$ cat config.mk
export PLATFORM = sky130hd
export DESIGN_NAME = dart_game_ctrl
export DESIGN_NICKNAME = d
export VERILOG_FILES = /design/src/rtl/dart_pkg.sv /design/src/rtl/dart_score_check.sv /design/src/rtl/dart_game_ctrl.sv
export SDC_FILE = /design/constraint.sdc
export NUM_CORES = 1
export LEC_CHECK = 0
export ABC_CLOCK_PERIOD_IN_PS = 4530
export CAP_MARGIN = 20
export CELL_PAD_IN_SITES_DETAIL_PLACEMENT = 1
export CELL_PAD_IN_SITES_GLOBAL_PLACEMENT = 2
export CORE_UTILIZATION = 37
export DETAILED_ROUTE_END_ITERATION = 6
export PLACE_DENSITY = 0.83
export SYNTH_ARGS = -nofsm -noshare
export SYNTH_HDL_FRONTEND = slang
export SYNTH_SLANG_ARGS = --single-unit
$ cat constraint.sdc
create_clock -name clk -period 4.53 [get_ports clk]
set_clock_uncertainty 0.1 [all_clocks]
set_input_delay 0.906 -clock clk [delete_from_list [all_inputs] [get_ports clk]]
set_output_delay 0.906 -clock clk [all_outputs]
set_load 0.05 [all_outputs]
$ cat src/rtl/dart_pkg.sv
// dart_pkg: shared widths, limits and FSM state encoding for the dart game controller.
package dart_pkg;
   localparam int PT_W           = 9;
   localparam int SCORE_W        = 6;
   localparam int MAX_DART_SCORE = 60;
   localparam int START_PT_DEF   = 301;
   typedef enum logic [2:0] {IDLE, THROW, CHECK, SWITCH, OVER} state_e;
endpackage

$ cat src/rtl/dart_score_check.sv
// dart_score_check: remaining-points, bust and win evaluation for one dart.
// DART_DOUBLE_OUT_EN selects the double-out finishing rule.
module dart_score_check
   import dart_pkg::*;
(
   input  logic [PT_W-1:0]    pt,
   input  logic [SCORE_W-1:0] score,
   input  logic               dbl,
   output logic [PT_W-1:0]    rem,
   output logic               bust,
   output logic               win
);
   logic signed [PT_W:0] diff;
   assign diff = $signed({1'b0, pt}) - $signed({{(PT_W+1-SCORE_W){1'b0}}, score});
   assign rem  = diff[PT_W-1:0];
`ifdef DART_DOUBLE_OUT_EN
   // Leaving 1 point is unfinishable with a double, so it busts too.
   assign bust = diff[PT_W] || diff == 1 || (diff == 0 && !dbl);
   assign win  = diff == 0 && dbl;
`else
   logic unused_dbl;
   assign unused_dbl = dbl;
   assign bust = diff[PT_W];
   assign win  = diff == 0;
`endif
endmodule

$ cat src/rtl/dart_game_ctrl.sv
// dart_game_ctrl: two-player countdown dart game sequencer (turns, bust, win).
// Double-out finishing is enabled by defining DART_DOUBLE_OUT_EN.
module dart_game_ctrl
   import dart_pkg::*;
#(
   parameter int START_PT       = START_PT_DEF,
   parameter int DARTS_PER_TURN = 3
) (
   input  logic               clk,
   input  logic               reset,
   input  logic               new_game_i,
   input  logic               dart_come_i,
   input  logic [SCORE_W-1:0] dart_score_i,
   input  logic               dart_double_i,
   output logic               game_set_o,
   output logic               cur_player_o,
   output logic               player_1_done_o,
   output logic               player_2_done_o,
   output logic               player_1_win_o,
   output logic               player_2_win_o,
   output logic [PT_W-1:0]    player_1_pt_o,
   output logic [PT_W-1:0]    player_2_pt_o
);
   localparam logic [PT_W-1:0] START = PT_W'(START_PT);
   localparam logic [2:0]      LAST  = 3'(DARTS_PER_TURN - 1);

   state_e              state_q, state_d;
   logic                cur_q, cur_d, done1_q, done1_d, done2_q, done2_d;
   logic                win1_q, win1_d, win2_q, win2_d, set_q, set_d, dbl_q, dbl_d;
   logic [2:0]          cnt_q, cnt_d;
   logic [PT_W-1:0]     ts_q, ts_d, pt1_q, pt1_d, pt2_q, pt2_d;
   logic [SCORE_W-1:0]  score_q, score_d;
   logic [PT_W-1:0]     p1_out_q, p2_out_q, rem;
   logic                w1_out_q, w2_out_q, set_out_q, bust, win;

   dart_score_check u_chk (
      .pt    (cur_q ? pt2_q : pt1_q),
      .score (score_q),
      .dbl   (dbl_q),
      .rem   (rem),
      .bust  (bust),
      .win   (win)
   );

   always_comb begin
      state_d = state_q;
      cur_d   = cur_q;
      cnt_d   = cnt_q;
      ts_d    = ts_q;
      pt1_d   = pt1_q;
      pt2_d   = pt2_q;
      win1_d  = win1_q;
      win2_d  = win2_q;
      set_d   = set_q;
      done1_d = 1'b0;
      done2_d = 1'b0;
      score_d = score_q;
      dbl_d   = dbl_q;
      if (new_game_i) begin
         state_d = THROW;
         cur_d   = 1'b0;
         cnt_d   = '0;
         ts_d    = START;
         pt1_d   = START;
         pt2_d   = START;
         win1_d  = 1'b0;
         win2_d  = 1'b0;
         set_d   = 1'b0;
      end else begin
         case (state_q)
            THROW: if (dart_come_i) begin
               score_d = dart_score_i > SCORE_W'(MAX_DART_SCORE) ? '0 : dart_score_i;
               dbl_d   = dart_double_i;
               state_d = CHECK;
            end
            CHECK: if (bust) begin
               pt1_d   = cur_q ? pt1_q : ts_q;
               pt2_d   = cur_q ? ts_q : pt2_q;
               state_d = SWITCH;
            end else if (win) begin
               pt1_d   = cur_q ? pt1_q : '0;
               pt2_d   = cur_q ? '0 : pt2_q;
               win1_d  = !cur_q;
               win2_d  = cur_q;
               set_d   = 1'b1;
               state_d = OVER;
            end else begin
               pt1_d   = cur_q ? pt1_q : rem;
               pt2_d   = cur_q ? rem : pt2_q;
               cnt_d   = cnt_q + 3'd1;
               state_d = cnt_q == LAST ? SWITCH : THROW;
            end
            SWITCH: begin
               done1_d = !cur_q;
               done2_d = cur_q;
               cur_d   = !cur_q;
               cnt_d   = '0;
               ts_d    = cur_q ? pt1_q : pt2_q;
               state_d = THROW;
            end
            default: ;
         endcase
      end
   end

   // Points and win flags are presented one register stage after the game state.
   always_ff @(posedge clk or negedge reset) begin
      if (!reset) begin
         state_q   <= IDLE;
         cur_q     <= 1'b0;
         cnt_q     <= '0;
         ts_q      <= START;
         pt1_q     <= START;
         pt2_q     <= START;
         win1_q    <= 1'b0;
         win2_q    <= 1'b0;
         set_q     <= 1'b0;
         done1_q   <= 1'b0;
         done2_q   <= 1'b0;
         score_q   <= '0;
         dbl_q     <= 1'b0;
         p1_out_q  <= START;
         p2_out_q  <= START;
         w1_out_q  <= 1'b0;
         w2_out_q  <= 1'b0;
         set_out_q <= 1'b0;
      end else begin
         state_q   <= state_d;
         cur_q     <= cur_d;
         cnt_q     <= cnt_d;
         ts_q      <= ts_d;
         pt1_q     <= pt1_d;
         pt2_q     <= pt2_d;
         win1_q    <= win1_d;
         win2_q    <= win2_d;
         set_q     <= set_d;
         done1_q   <= done1_d;
         done2_q   <= done2_d;
         score_q   <= score_d;
         dbl_q     <= dbl_d;
         p1_out_q  <= pt1_q;
         p2_out_q  <= pt2_q;
         w1_out_q  <= win1_q;
         w2_out_q  <= win2_q;
         set_out_q <= set_q;
      end
   end

   assign game_set_o      = set_out_q;
   assign cur_player_o    = cur_q;
   assign player_1_done_o = done1_q;
   assign player_2_done_o = done2_q;
   assign player_1_win_o  = w1_out_q;
   assign player_2_win_o  = w2_out_q;
   assign player_1_pt_o   = p1_out_q;
   assign player_2_pt_o   = p2_out_q;
endmodule

==> results by group, run 1 <==
Yosys
  – Total of warnings raised by yosys: 0
  – Per-instance average area after synthesis: between 10 and 15 µm²
  – Post-synth EDFFs: 0
  – Synthesized cell area: 0.00312 mm²
  – Ranking of synthesized cells by area: sky130_fd_sc_hd__dfrtp_1, sky130_fd_sc_hd__dfstp_2, sky130_fd_sc_hd__mux2i_1
  – Portion of the post-synthesis area used by sequential elements: 0.540
  – Area share of the leading cell type in the synthesized netlist: 0.329
  – Number of distinct library cells after synthesis: 47
  – Main flop type after synthesis: sky130_fd_sc_hd__dfrtp_1
  – Cell accounting for the most synthesized area: sky130_fd_sc_hd__dfrtp_1
  – Share of synthesized flip-flops with an asynchronous set or reset: 1.00
  – Number of nets produced by synthesis: 301
  – Count of mapped cells out of synthesis: ~280
  – Flip-flop and latch count after synthesis: 66

Setup path
  – Capturing element type of the critical path: register
  – Worst Setup Start Kind: register
  – Req. time, crit path: 4650 ps
  – Worst path bufs/invs: 1
  – WP depth: 10
  – Cell family with the largest share of critical-path delay: flip-flops
  – Crit path kind: register to register
  – Data arrival time of the critical path: between 3000 and 4000 ps
  – CP max-delay cell: sky130_fd_sc_hd__dfrtp_1
  – Max stage delay on crit path: approximately 880 ps
  – Crit Path Max Fanout: 17
  – Critical path cell sequence: buf_4 > mux2_2 > ha_1 > and3_4 > a221oi_4 > nand4b_1 > a2111oi_4 > nand4_1 > mux2i_1 > nor2_1
  – R2r worst-path depth: 10

Place
  – Count of input and output buffers: 33
  – Cell count after placement: roughly 410
  – Final weighted congestion of routability-driven global placement: roughly 0.76
  – Final HPWL from detailed placement: slightly below 5 mm

Floorplanning
  – Site row count: 33
  – Initial Util: 0.381
  – Number of top-level design ports: 35
  – Core Box Area: a little over 0.008 mm²
  – Total die area: roughly 0.0088 mm²
  – X dimension of the die: between 90 and 100 µm
  – Vertical die dimension: approximately 94 µm

Power and ir drop
  – Internal Power: approximately 1.5 mW
  – Maximum ir drop on the vdd rail: between 0.0003 and 0.0004 V
  – Power share of the sequential group: 0.359
  – Leakage power figure: 1.55 nW
  – Sw power: ~1.0 mW
  – Total power consumption of the routed design: approximately 2.5 mW
  – Clock group share of total power: 0.187
  – Combinational power share: 0.454
  – Switching part of the total: 0.413
  – Total power per unit cell area: 670 mW/mm²

Routing
  – Number of detailed-route iterations in the first pass: 4
  – Wirelength per Cell: around 16 µm
  – Vias per Instance: about 5.2
  – Routed vias: between 2000 and 2500
  – Routed Wire Length: between 6 and 7 mm
  – Routed Antenna Nets: 0
  – Post-detailed-route DRC marker count: 0
  – Iter 0 DRT Violations: 58

Global routing
  – Maximum number of pins on one net before global-route repair: 35
  – Total congestion overflow: 0
  – Number of antenna violations at the first check in global routing: 0
  – First-pass GRT wire length: roughly 12 mm
  – Number of global-route vias before repair: between 2000 and 2500
  – Total routing resource utilization after global routing: 0.177

Outcome
  – Outcome: complete, no violations

Min path
  – Path class of the lowest-slack min-delay path: register to register
  – Worst hold path cell count: 0

Clocking
  – Root buffer cell: sky130_fd_sc_hd__clkbuf_8
  – Latest clock arrival within the worst-skew pair: 340 ps
  – Clock tree from TritonCTS: yes
  – H-tree depth: 3
  – Sinks on the clock net: 66
  – Maximum clock path buffer count: 2
  – Clock edge transition at the registers on the reported setup and hold paths: 70 ps
  – Count of hold buffers inserted by post-cts repair: 0
  – Post-CTS repair timing setup buffer count: 0
  – Resized Gates After CTS: 0
  – Clock buffer count from CTS: 9

Cells and area
  – Most common library cell in the layout ignoring fill and taps: sky130_fd_sc_hd__dfrtp_1
  – P&R area growth vs syn: 20.5%
  – Fill count: 890
  – Inserted Diodes: 0
  – Most frequent cells in the layout: sky130_fd_sc_hd__dfrtp_1, sky130_fd_sc_hd__clkdlybuf4s50_1, sky130_fd_sc_hd__nor2_1, sky130_fd_sc_hd__dfstp_2
  – Share of final-layout standard cells stronger than drive strength 1: 0.182
  – Count of placed standard cells in the final layout, fillers left out: 430
  – Final net count: 340

STA
  – Hold WS: around 280 ps
  – # setup viols final: 0
  – Clock period minus worst slack: between 3000 and 4000 ps
  – Normalized max-slew margin: 0.439
  – Post-Route Setup TNS: 0 ps
  – Post-route clock period utilization: 0.838
  – Number of hold-slack violations in the final timing report: 0
  – Maximum clock frequency: 263 MHz
  – Unrepaired setup endpoints after global routing: false
  – Transition time at the pin with the least slew margin: 835 ps
  – Max Transition Viols Final: 0

Run
  – Maxcap violations: 0
==> power groups by stage <==
| stage | combinational [mW] | clock (mW) | sequential [mW] |
|---|---|---|---|
| after global placement | 1.12 | 0 | 0.913 |
| after detailed placement | 1.15 | 0 | 0.919 |
| after CTS | 1.15 | 0.492 | 0.909 |
| final | 1.14 | 0.472 | 0.905 |
| after floorplan | 0.573 | 0 | 1.14 |
| after global routing | 1.24 | 0.522 | 0.929 |
==> synth_stat cells (all sizes together), types with 2 or more instances <==
cell / number
mux2i: 21
a21oi: 16
nor3b: 2
mux2: 7
nand3: 2
o21ai: 11
ha: 8
o31ai: 7
buf: 3
dfrtp: 41
a22o: 6
xnor2: 5
a211oi: 6
nand2: 21
dfstp: 25
nand4: 2
clkbuf: 8
nand3b: 2
a22oi: 2
nor2: 30
xor2: 2
a31oi: 7
a21o: 3
o211ai: 6
inv: 12
nor3: 7
nor2b: 4
==> per-layer routing <==
metal / routed length [µm] / vias up / GRT usage
met4: 106 / 0 / 0.0808
li1: - / 1086 / -
met5: 0 / - / 0
met2: 3230 / 35 / 0.274
met1: 3370 / 1111 / 0.241
met3: 176 / 11 / 0.0299
==> final cells by class <==
type | count | area (µm²) | share of cell area
multi-input cells | 191 | 1340 | 0.357
well taps | 105 | 131 | 0.0350
flip-flops and latches | 66 | 1680 | 0.448
clock inverters | 6 | 57.6 | 0.0153
clock buffers | 10 | 128 | 0.0340
repair buffers | 39 | 370 | 0.0985
inverters | 13 | 48.8 | 0.0130
==> state kept, by name, indices dropped and copies added (netlist names) <==
signal,count
cnt_q,3
cur_player_o,1
game_set_o,1
player_1_done_o,1
player_1_pt_o,9
player_1_win_o,1
player_2_done_o,1
player_2_pt_o,9
player_2_win_o,1
pt1_q,9
pt2_q,9
score_q,6
set_q,1
state_q,3
ts_q,9
win1_q,1
win2_q,1
==> per-stage QoR <==
step | worst slack, ps | utilization | instance area (µm²)
5_1_grt | 447 | 0.460 | 3760
6_report | 734 | 0.460 | 3760
3_5_place_dp | 722 | 0.437 | 3570
3_3_place_gp | 776 | 0.437 | 3570
2_1_floorplan | 255 | - | 3120
4_1_cts | 729 | 0.460 | 3760
==> final timing paths <==
check | from | to | slack [ps]
max | cur_player_o$_DFFE_PN0P_ | win2_q$_DFFE_PN0P_ | 730
min | set_q$_DFFE_PN0P_ | game_set_o$_DFF_PN0_ | 280
max reg2reg | cur_player_o$_DFFE_PN0P_ | win2_q$_DFFE_PN0P_ | 730
min reg2reg | set_q$_DFFE_PN0P_ | game_set_o$_DFF_PN0_ | 280
max in group asynchronous | reset | player_2_pt_o[3]$_DFF_PN1_ | 2850
min in group asynchronous | reset | score_q[1]$_DFFE_PN0P_ | 550
==> kinds of logic (layout without fill, tap and decap cells) <==
family	count (synthesis)	after routing	synth area share
and+or+nand+nor	78	78	0.121
AOI/OAI and AO/OA	69	69	0.158
DFF	66	66	0.540
muxes	28	28	0.0927
buffers and inverters	24	68	0.0305
adders and majority gates	9	9	0.0385
xor gates and xnor gates	7	7	0.0197
==> worst reg2reg max path, delay by kind of cell, from the launching register on <==
family,cells,cell delay [ps]
flip-flops,1,880
buffers and inverters,1,290
multiplexers,2,570
AND/OR/NAND/NOR,4,750
adder cells (fa/ha/maj),1,330
AO/OA/AOI/OAI,2,750
(Power assumes the default switching activity.)
==> run 2: changes to the inputs <==
--- a/config.mk
+++ b/config.mk
@@ -5,13 +5,13 @@
 export SDC_FILE = /design/constraint.sdc
 export NUM_CORES = 1
 export LEC_CHECK = 0
-export ABC_CLOCK_PERIOD_IN_PS = 4530
+export ABC_CLOCK_PERIOD_IN_PS = 3100
 export CAP_MARGIN = 20
 export CELL_PAD_IN_SITES_DETAIL_PLACEMENT = 1
 export CELL_PAD_IN_SITES_GLOBAL_PLACEMENT = 2
-export CORE_UTILIZATION = 37
+export CORE_UTILIZATION = 33
 export DETAILED_ROUTE_END_ITERATION = 6
-export PLACE_DENSITY = 0.83
+export PLACE_DENSITY = 0.79
 export SYNTH_ARGS = -nofsm -noshare
 export SYNTH_HDL_FRONTEND = slang
 export SYNTH_SLANG_ARGS = --single-unit
==> constraint.sdc (replaced) <==
create_clock -name clk -period 3.1 [get_ports clk]
set_clock_uncertainty 0.1 [all_clocks]
set_input_delay 0.62 -clock clk [delete_from_list [all_inputs] [get_ports clk]]
set_output_delay 0.62 -clock clk [all_outputs]
set_load 0.05 [all_outputs]
==> run 2 against run 1 <==
The flow now finishes with violations (negative setup slack). Total power up 56%. Hold slack worse by 34 ps. Fmax up 21%. Via count up 6.9%. Non-clock buffer count up 32. Final cell count up 8.8%. Sequential power up 45%. Critical endpoint is now cnt_q[2]$_DFFE_PN0P_.
==> results by group, run 2 (synthesis gave the netlist of run 1 again) <==
Outcome
  – Outcome: finished with violations
  – Violated checks: negative setup slack

STA
  – Clock period minus worst slack: 3140 ps (-655 ps)
  – Maximum clock frequency: 318 MHz (+21%)
  – Transition time at the pin with the least slew margin: 755 ps (-80.4 ps)
  – Post-route clock period utilization: 1.01 (+0.175)
  – Least setup slack across all paths after layout: -40.9 ps (-775 ps)
  – Post-Route Setup TNS: -127 ps (-127 ps)
  – # setup viols final: 5 (+5)
  – Number of hold-slack violations in the final timing report: 0 (unchanged)
  – Unrepaired setup endpoints after global routing: true
  – Normalized max-slew margin: 0.497 (+0.0573)
  – Max Transition Viols Final: 0 (unchanged)

Setup path
  – Crit path kind: register to register
  – Capturing element type of the critical path: register
  – Reg-to-reg startpoint: cur_player_o$_DFFE_PN0P_
  – Data arrival time of the critical path: 3300 ps (-620 ps)
  – Capturing point of the worst reg2reg path: cnt_q[2]$_DFFE_PN0P_
  – Req. time, crit path: 3260 ps (-1390 ps)
  – Worst Setup Start Kind: register
  – R2r worst-path depth: 11 (+1)
  – Crit Path Max Fanout: 5 (-12)
  – FF-to-FF setup slack: -40 ps (-780 ps)

Routing
  – Iter 0 DRT Violations: 55 (-5.2%)
  – Wirelength per Cell: 16.4 µm (+2.3%)
  – Vias per Instance: 5.12 (-1.8%)
  – Routed Antenna Nets: 0 (unchanged)
  – Post-detailed-route DRC marker count: 0 (unchanged)
  – Routed Wire Length: 7.67 mm (+11%)
  – Number of detailed-route iterations in the first pass: 4 (unchanged)
  – Routed vias: 2397 (+6.9%)

Floorplanning
  – Number of top-level design ports: 35 (unchanged)
  – Initial Util: 0.339 (-0.0423)
  – X dimension of the die: 99.2 µm (+5.8%)
  – Site row count: 35 (+6.1%)
  – Core Box Area: 0.00920 mm² (+12%)
  – Vertical die dimension: 99.2 µm (+5.8%)
  – Total die area: 0.00984 mm² (+12%)

Global routing
  – Total routing resource utilization after global routing: 0.169 (-0.00714)
  – Maximum number of pins on one net before global-route repair: 35 (unchanged)
  – First-pass GRT wire length: 12.9 mm (+11%)
  – Number of global-route vias before repair: 2494 (+7.5%)
  – Number of antenna violations at the first check in global routing: 0 (unchanged)
  – Total congestion overflow: 0 (unchanged)

Cells and area
  – Most frequent cells in the layout: sky130_fd_sc_hd__dfrtp_1, sky130_fd_sc_hd__buf_4, sky130_fd_sc_hd__clkdlybuf4s50_1, sky130_fd_sc_hd__nor2_1, sky130_fd_sc_hd__dfstp_2
  – Area of all placed cells without fillers: 0.00407 mm² (+8.2%)
  – Count of placed standard cells in the final layout, fillers left out: 468 (+8.8%)
  – Fill count: 1014 (+14%)
  – Inserted Diodes: 0 (unchanged)
  – P&R area growth vs syn: 30.4%
  – Final net count: 372 (+9.4%)
  – Most common library cell in the layout ignoring fill and taps: sky130_fd_sc_hd__dfrtp_1
  – Share of final-layout standard cells stronger than drive strength 1: 0.275 (+0.0930)

Clocking
  – Clock buffer count from CTS: 9 (unchanged)
  – Clock edge transition at the registers on the reported setup and hold paths: 70 ps (about the same)
  – Latest clock arrival within the worst-skew pair: 340 ps (about the same)
  – Maximum clock path buffer count: 2 (unchanged)
  – Root buffer cell: sky130_fd_sc_hd__clkbuf_8
  – H-tree depth: 3 (unchanged)
  – Clock tree from TritonCTS: yes
  – Sinks on the clock net: 66 (unchanged)

Power and ir drop
  – Maximum ir drop on the vdd rail: 0.000480 V (+50%)
  – Total power consumption of the routed design: 3.92 mW (+56%)
  – Total power per unit cell area: 964 mW/mm² (+44%)
  – Leakage power figure: 1.72 nW (+11%)

Place
  – Setup Slack @ Placement: -210 ps (-932 ps)
  – Count of input and output buffers: 33 (unchanged)
  – Cell count after placement: 443 (+7.0%)
  – Area of placed instances: 0.00379 mm² (+6.0%)
  – Final HPWL from detailed placement: 5.48 mm (+12%)
  – Final weighted congestion of routability-driven global placement: 0.815 (+7.1%)

Min path
  – Path class of the lowest-slack min-delay path: primary input to async pin

Run
  – Maxcap violations: 0 (unchanged)
-- run 2: cell types whose count changed in the layout (fill, tap and decap cells not counted), sizes merged --
| cell | delta |
|---|---|
| buf | +32 |
| clkinv | -1 |
| clkbuf | +2 |
| bufinv | -1 |
-- run 2: worst max-delay path, stage by stage, from the launching register on --
cell and delay (ps):
sky130_fd_sc_hd__dfrtp_2 440, sky130_fd_sc_hd__buf_12 120, sky130_fd_sc_hd__mux2_2 330, sky130_fd_sc_hd__ha_1 370, sky130_fd_sc_hd__and3_4 230, sky130_fd_sc_hd__a221oi_4 70
sky130_fd_sc_hd__buf_4 150, sky130_fd_sc_hd__nand3b_1 200, sky130_fd_sc_hd__a2111oi_4 460, sky130_fd_sc_hd__nand3_2 200, sky130_fd_sc_hd__o211a_1 260, sky130_fd_sc_hd__o21ai_1 130
-- run 2: how the worst max path moves through the flow --
stage / start / endpoint / slack, ps / cells after the start
global route: cur_player_o$_DFFE_PN0P_ / cnt_q[2]$_DFFE_PN0P_ / -200 / 10
detailed placement: cur_player_o$_DFFE_PN0P_ / cnt_q[2]$_DFFE_PN0P_ / -210 / 11
finish: cur_player_o$_DFFE_PN0P_ / cnt_q[2]$_DFFE_PN0P_ / -40 / 11
CTS: cur_player_o$_DFFE_PN0P_ / state_q[0]$_DFFE_PN0P_ / -50 / 11
global placement: cur_player_o$_DFFE_PN0P_ / cnt_q[2]$_DFFE_PN0P_ / -120 / 11
floorplan: cur_player_o$_DFFE_PN0P_ / win1_q$_DFFE_PN0P_ / -390 / 14
-- run 2: power by group --
group	switching, mW	internal, mW	leakage, nW
combinational	1.15	0.837	0.826
clock	0.319	0.307	0.0899
sequential	0.145	1.16	0.807
total	1.61	2.31	1.72
-- run 2: stage by stage --
| step | hold slack (ps) | util |
|---|---|---|
| 2_1_floorplan | 224 | - |
| 3_3_place_gp | 261 | 0.412 |
| 3_5_place_dp | 270 | 0.412 |
| 4_1_cts | 265 | 0.437 |
| 5_1_grt | 294 | 0.442 |
| 6_report | 242 | 0.442 |
-- run 2: cell type report --
class                           instances  area [µm²]  share of cell area
Multi-Input combinational cell        191        1370               0.338
Inverter                               13        48.8              0.0120
Clock buffer                           12         145              0.0357
Clock inverter                          4        20.0             0.00492
Tap cell                              111         139              0.0342
Sequential cell                        66        1680               0.414
Timing Repair Buffer                   71         656               0.161
-- run 2: timing repair --
| item | in CTS | in global routing |
|---|---|---|
| buffers inserted | 6 | 3 |
| pin swaps | 5 | 3 |
| hold buffers | 0 | 0 |
| setup endpoints to repair | 9 | 10 |
| resized for setup | 2 | 4 |
-- run 2: metal layers --
| layer | vias up | part of all wire | GRT usage |
|---|---|---|---|
| li1 | 1147 | - | - |
| met1 | 1196 | 0.47 | 0.226 |
| met2 | 43 | 0.49 | 0.276 |
| met3 | 11 | 0.024 | 0.0239 |
| met4 | 0 | 0.017 | 0.0724 |
| met5 | - | 0 | 0 |
==> run 3: changes to the inputs <==
--- a/config.mk
+++ b/config.mk
@@ -5,13 +5,13 @@
 export SDC_FILE = /design/constraint.sdc
 export NUM_CORES = 1
 export LEC_CHECK = 0
-export ABC_CLOCK_PERIOD_IN_PS = 3100
+export ABC_CLOCK_PERIOD_IN_PS = 3700
 export CAP_MARGIN = 20
 export CELL_PAD_IN_SITES_DETAIL_PLACEMENT = 1
 export CELL_PAD_IN_SITES_GLOBAL_PLACEMENT = 2
-export CORE_UTILIZATION = 33
+export CORE_UTILIZATION = 40
 export DETAILED_ROUTE_END_ITERATION = 6
-export PLACE_DENSITY = 0.79
+export PLACE_DENSITY = 0.89
 export SYNTH_ARGS = -nofsm -noshare
 export SYNTH_HDL_FRONTEND = slang
 export SYNTH_SLANG_ARGS = --single-unit
==> constraint.sdc (replaced) <==
create_clock -name clk -period 3.7 [get_ports clk]
set_clock_uncertainty 0.1 [all_clocks]
set_input_delay 0.74 -clock clk [delete_from_list [all_inputs] [get_ports clk]]
set_output_delay 0.74 -clock clk [all_outputs]
set_load 0.05 [all_outputs]
==> run 3 against run 2 <==
The flow now finishes without violations. Non-clock buffer count fell by 28. Final area fell by 5.8%. Die area fell by 17%. Global-route usage rose by 2.3 points.
==> results by group, run 3 (synthesis gave the netlist of run 1 again) <==
Outcome
  – Outcome: complete, no violations

Clocking
  – Count of hold buffers inserted by post-cts repair: 0 (unchanged)
  – Sinks on the clock net: 66 (unchanged)
  – Clock edge transition at the registers on the reported setup and hold paths: 70 ps (about the same)
  – Clock buffer count from CTS: 9 (unchanged)
  – H-tree depth: 3 (unchanged)
  – Maximum clock path buffer count: 2 (unchanged)
  – Clock tree from TritonCTS: yes
  – Resized Gates After CTS: 0 (-2)
  – Root buffer cell: sky130_fd_sc_hd__clkbuf_8
  – Latest clock arrival within the worst-skew pair: 350 ps (about the same)

Cells and area
  – Final net count: 344 (-7.5%)
  – Inserted Diodes: 0 (unchanged)
  – Area of all placed cells without fillers: 0.00383 mm² (-5.8%)
  – Most frequent cells in the layout: sky130_fd_sc_hd__dfrtp_1, sky130_fd_sc_hd__clkdlybuf4s50_1, sky130_fd_sc_hd__nor2_1, sky130_fd_sc_hd__dfstp_2
  – Final Core Density: 0.517 (+0.0748)
  – P&R area growth vs syn: 22.8%
  – Most common library cell in the layout ignoring fill and taps: sky130_fd_sc_hd__dfrtp_1
  – Share of final-layout standard cells stronger than drive strength 1: 0.198 (-0.0769)

Floorplanning
  – Vertical die dimension: 90.3 µm (-9.0%)
  – Core Box Area: 0.00741 mm² (-19%)
  – Total die area: 0.00815 mm² (-17%)
  – X dimension of the die: 90.3 µm (-9.0%)
  – Number of top-level design ports: 35 (unchanged)
  – Site row count: 31 (-11%)
  – Initial Util: 0.421 (+0.0818)

Routing
  – Vias per Instance: 5.41 (+5.6%)
  – Wirelength per Cell: 16.6 µm (+1.2%)
  – Routed Antenna Nets: 0 (unchanged)
  – Routed vias: 2314 (-3.5%)
  – Routed Wire Length: 7.10 mm (-7.4%)
  – Iter 0 DRT Violations: 77 (+40%)
  – Post-detailed-route DRC marker count: 0 (unchanged)
  – Number of detailed-route iterations in the first pass: 4 (unchanged)

Setup path
  – Capturing element type of the critical path: register
  – Worst Setup Start Kind: register
  – Crit path kind: register to register
  – Data arrival time of the critical path: 3580 ps (+280 ps)
  – Req. time, crit path: 3870 ps (+610 ps)
  – Crit Path Max Fanout: 12 (+7)

Min path
  – Path class of the lowest-slack min-delay path: primary input to async pin

STA
  – Normalized max-slew margin: 0.506 (+0.00964)
  – Clock period minus worst slack: 3410 ps (+270 ps)
  – Transition time at the pin with the least slew margin: 735 ps (-19.4 ps)
  – Unrepaired setup endpoints after global routing: false
  – Post-route clock period utilization: 0.922 (-0.0914)
  – Hold WS: 233 ps (-8.41 ps)
  – Number of hold-slack violations in the final timing report: 0 (unchanged)
  – Max Transition Viols Final: 0 (unchanged)
  – Maximum clock frequency: 293 MHz (-7.9%)
  – # setup viols final: 0 (-5)
  – Post-Route Setup TNS: 0 ps (+127 ps)

Global routing
  – Total routing resource utilization after global routing: 0.192 (+0.0227)
  – Number of antenna violations at the first check in global routing: 0 (unchanged)
  – First-pass GRT wire length: 12.1 mm (-5.9%)
  – Total congestion overflow: 0 (unchanged)
  – Maximum number of pins on one net before global-route repair: 48 (+37%)
  – Number of global-route vias before repair: 2359 (-5.4%)

Place
  – Area of placed instances: 0.00358 mm² (-5.4%)
  – Count of input and output buffers: 33 (unchanged)
  – Final HPWL from detailed placement: 4.98 mm (-9.0%)
  – Final weighted congestion of routability-driven global placement: 0.760 (-6.7%)

Power and ir drop
  – Leakage power figure: 1.59 nW (-7.5%)
  – Total power consumption of the routed design: 3.25 mW (-17%)
  – Maximum ir drop on the vdd rail: 0.000381 V (-21%)
  – Total power per unit cell area: 848 mW/mm² (-12%)

Run
  – Maxcap violations: 0 (unchanged)
## run 3: cell count changes in the layout (fill, tap and decap cells not counted), moves of 2 or more
cell                        before  now
sky130_fd_sc_hd__bufinv_16       0    3
sky130_fd_sc_hd__buf_6           2    0
sky130_fd_sc_hd__a21oi_1        13   16
sky130_fd_sc_hd__a21oi_2         3    0
sky130_fd_sc_hd__buf_12          3    0
sky130_fd_sc_hd__buf_4          33   10
## run 3: final cells by class
cell class | instances | area [µm²]
sequential | 66 | 1680
timing repair buffer | 43 | 400
clock buffer | 10 | 128
tap | 99 | 124
multi-input combinational | 191 | 1340
clock inverter | 6 | 105
fill | 809 | 3580
inverter | 13 | 48.8
## run 3: through the flow
step / setup WS, ps / std cells
finish: 289 / 428
global route: 42.9 / 428
CTS: 180 / 426
detailed placement: 208 / 410
global placement: 274 / 410
floorplan: 6.39 / 281
## run 3: worst max-delay path, stage by stage, from the launching register on
cell	delay, ps
sky130_fd_sc_hd__dfrtp_2	570
sky130_fd_sc_hd__buf_4	200
sky130_fd_sc_hd__mux2_2	330
sky130_fd_sc_hd__ha_1	350
sky130_fd_sc_hd__a21o_1	230
sky130_fd_sc_hd__a221oi_4	350
sky130_fd_sc_hd__nand4b_1	190
sky130_fd_sc_hd__a2111oi_4	430
sky130_fd_sc_hd__nand3_2	200
sky130_fd_sc_hd__o211a_1	250
sky130_fd_sc_hd__o21ai_1	140
## run 3: per-layer routing
metal,vias to the layer above,track usage,routed length (µm)
li1,1086,-,-
met4,0,0.0860,163
met2,42,0.306,3460
met3,12,0.0396,188
met5,-,0,0
met1,1174,0.253,3290
## run 3: final timing paths
| kind | from | end | slack, ps | depth (start not counted) |
|---|---|---|---|---|
| min | reset | ts_q[1]$_DFFE_PN0P_ | 230 | 1 |
| min reg2reg | pt1_q[2]$_DFFE_PN1P_ | player_1_pt_o[2]$_DFF_PN1_ | 290 | 0 |
| min in group clk | pt1_q[2]$_DFFE_PN1P_ | player_1_pt_o[2]$_DFF_PN1_ | 290 | 0 |
| max reg2reg | cur_player_o$_DFFE_PN0P_ | cnt_q[2]$_DFFE_PN0P_ | 290 | 10 |
| max in group asynchronous | reset | cur_player_o$_DFFE_PN0P_ | 2310 | 2 |
| max | cur_player_o$_DFFE_PN0P_ | cnt_q[2]$_DFFE_PN0P_ | 290 | 10 |
## run 3: repair_timing
| item | in CTS | in global routing |
|---|---|---|
| endpoints found under the setup margin | 0 | 2 |
| setup buffers | 0 | 2 |
| hold endpoints to repair | 0 | 0 |
## run 3: report_power, final
part / switching [mW] / internal, mW
clock: 0.272 / 0.444
sequential: 0.138 / 0.975
combinational: 0.887 / 0.535
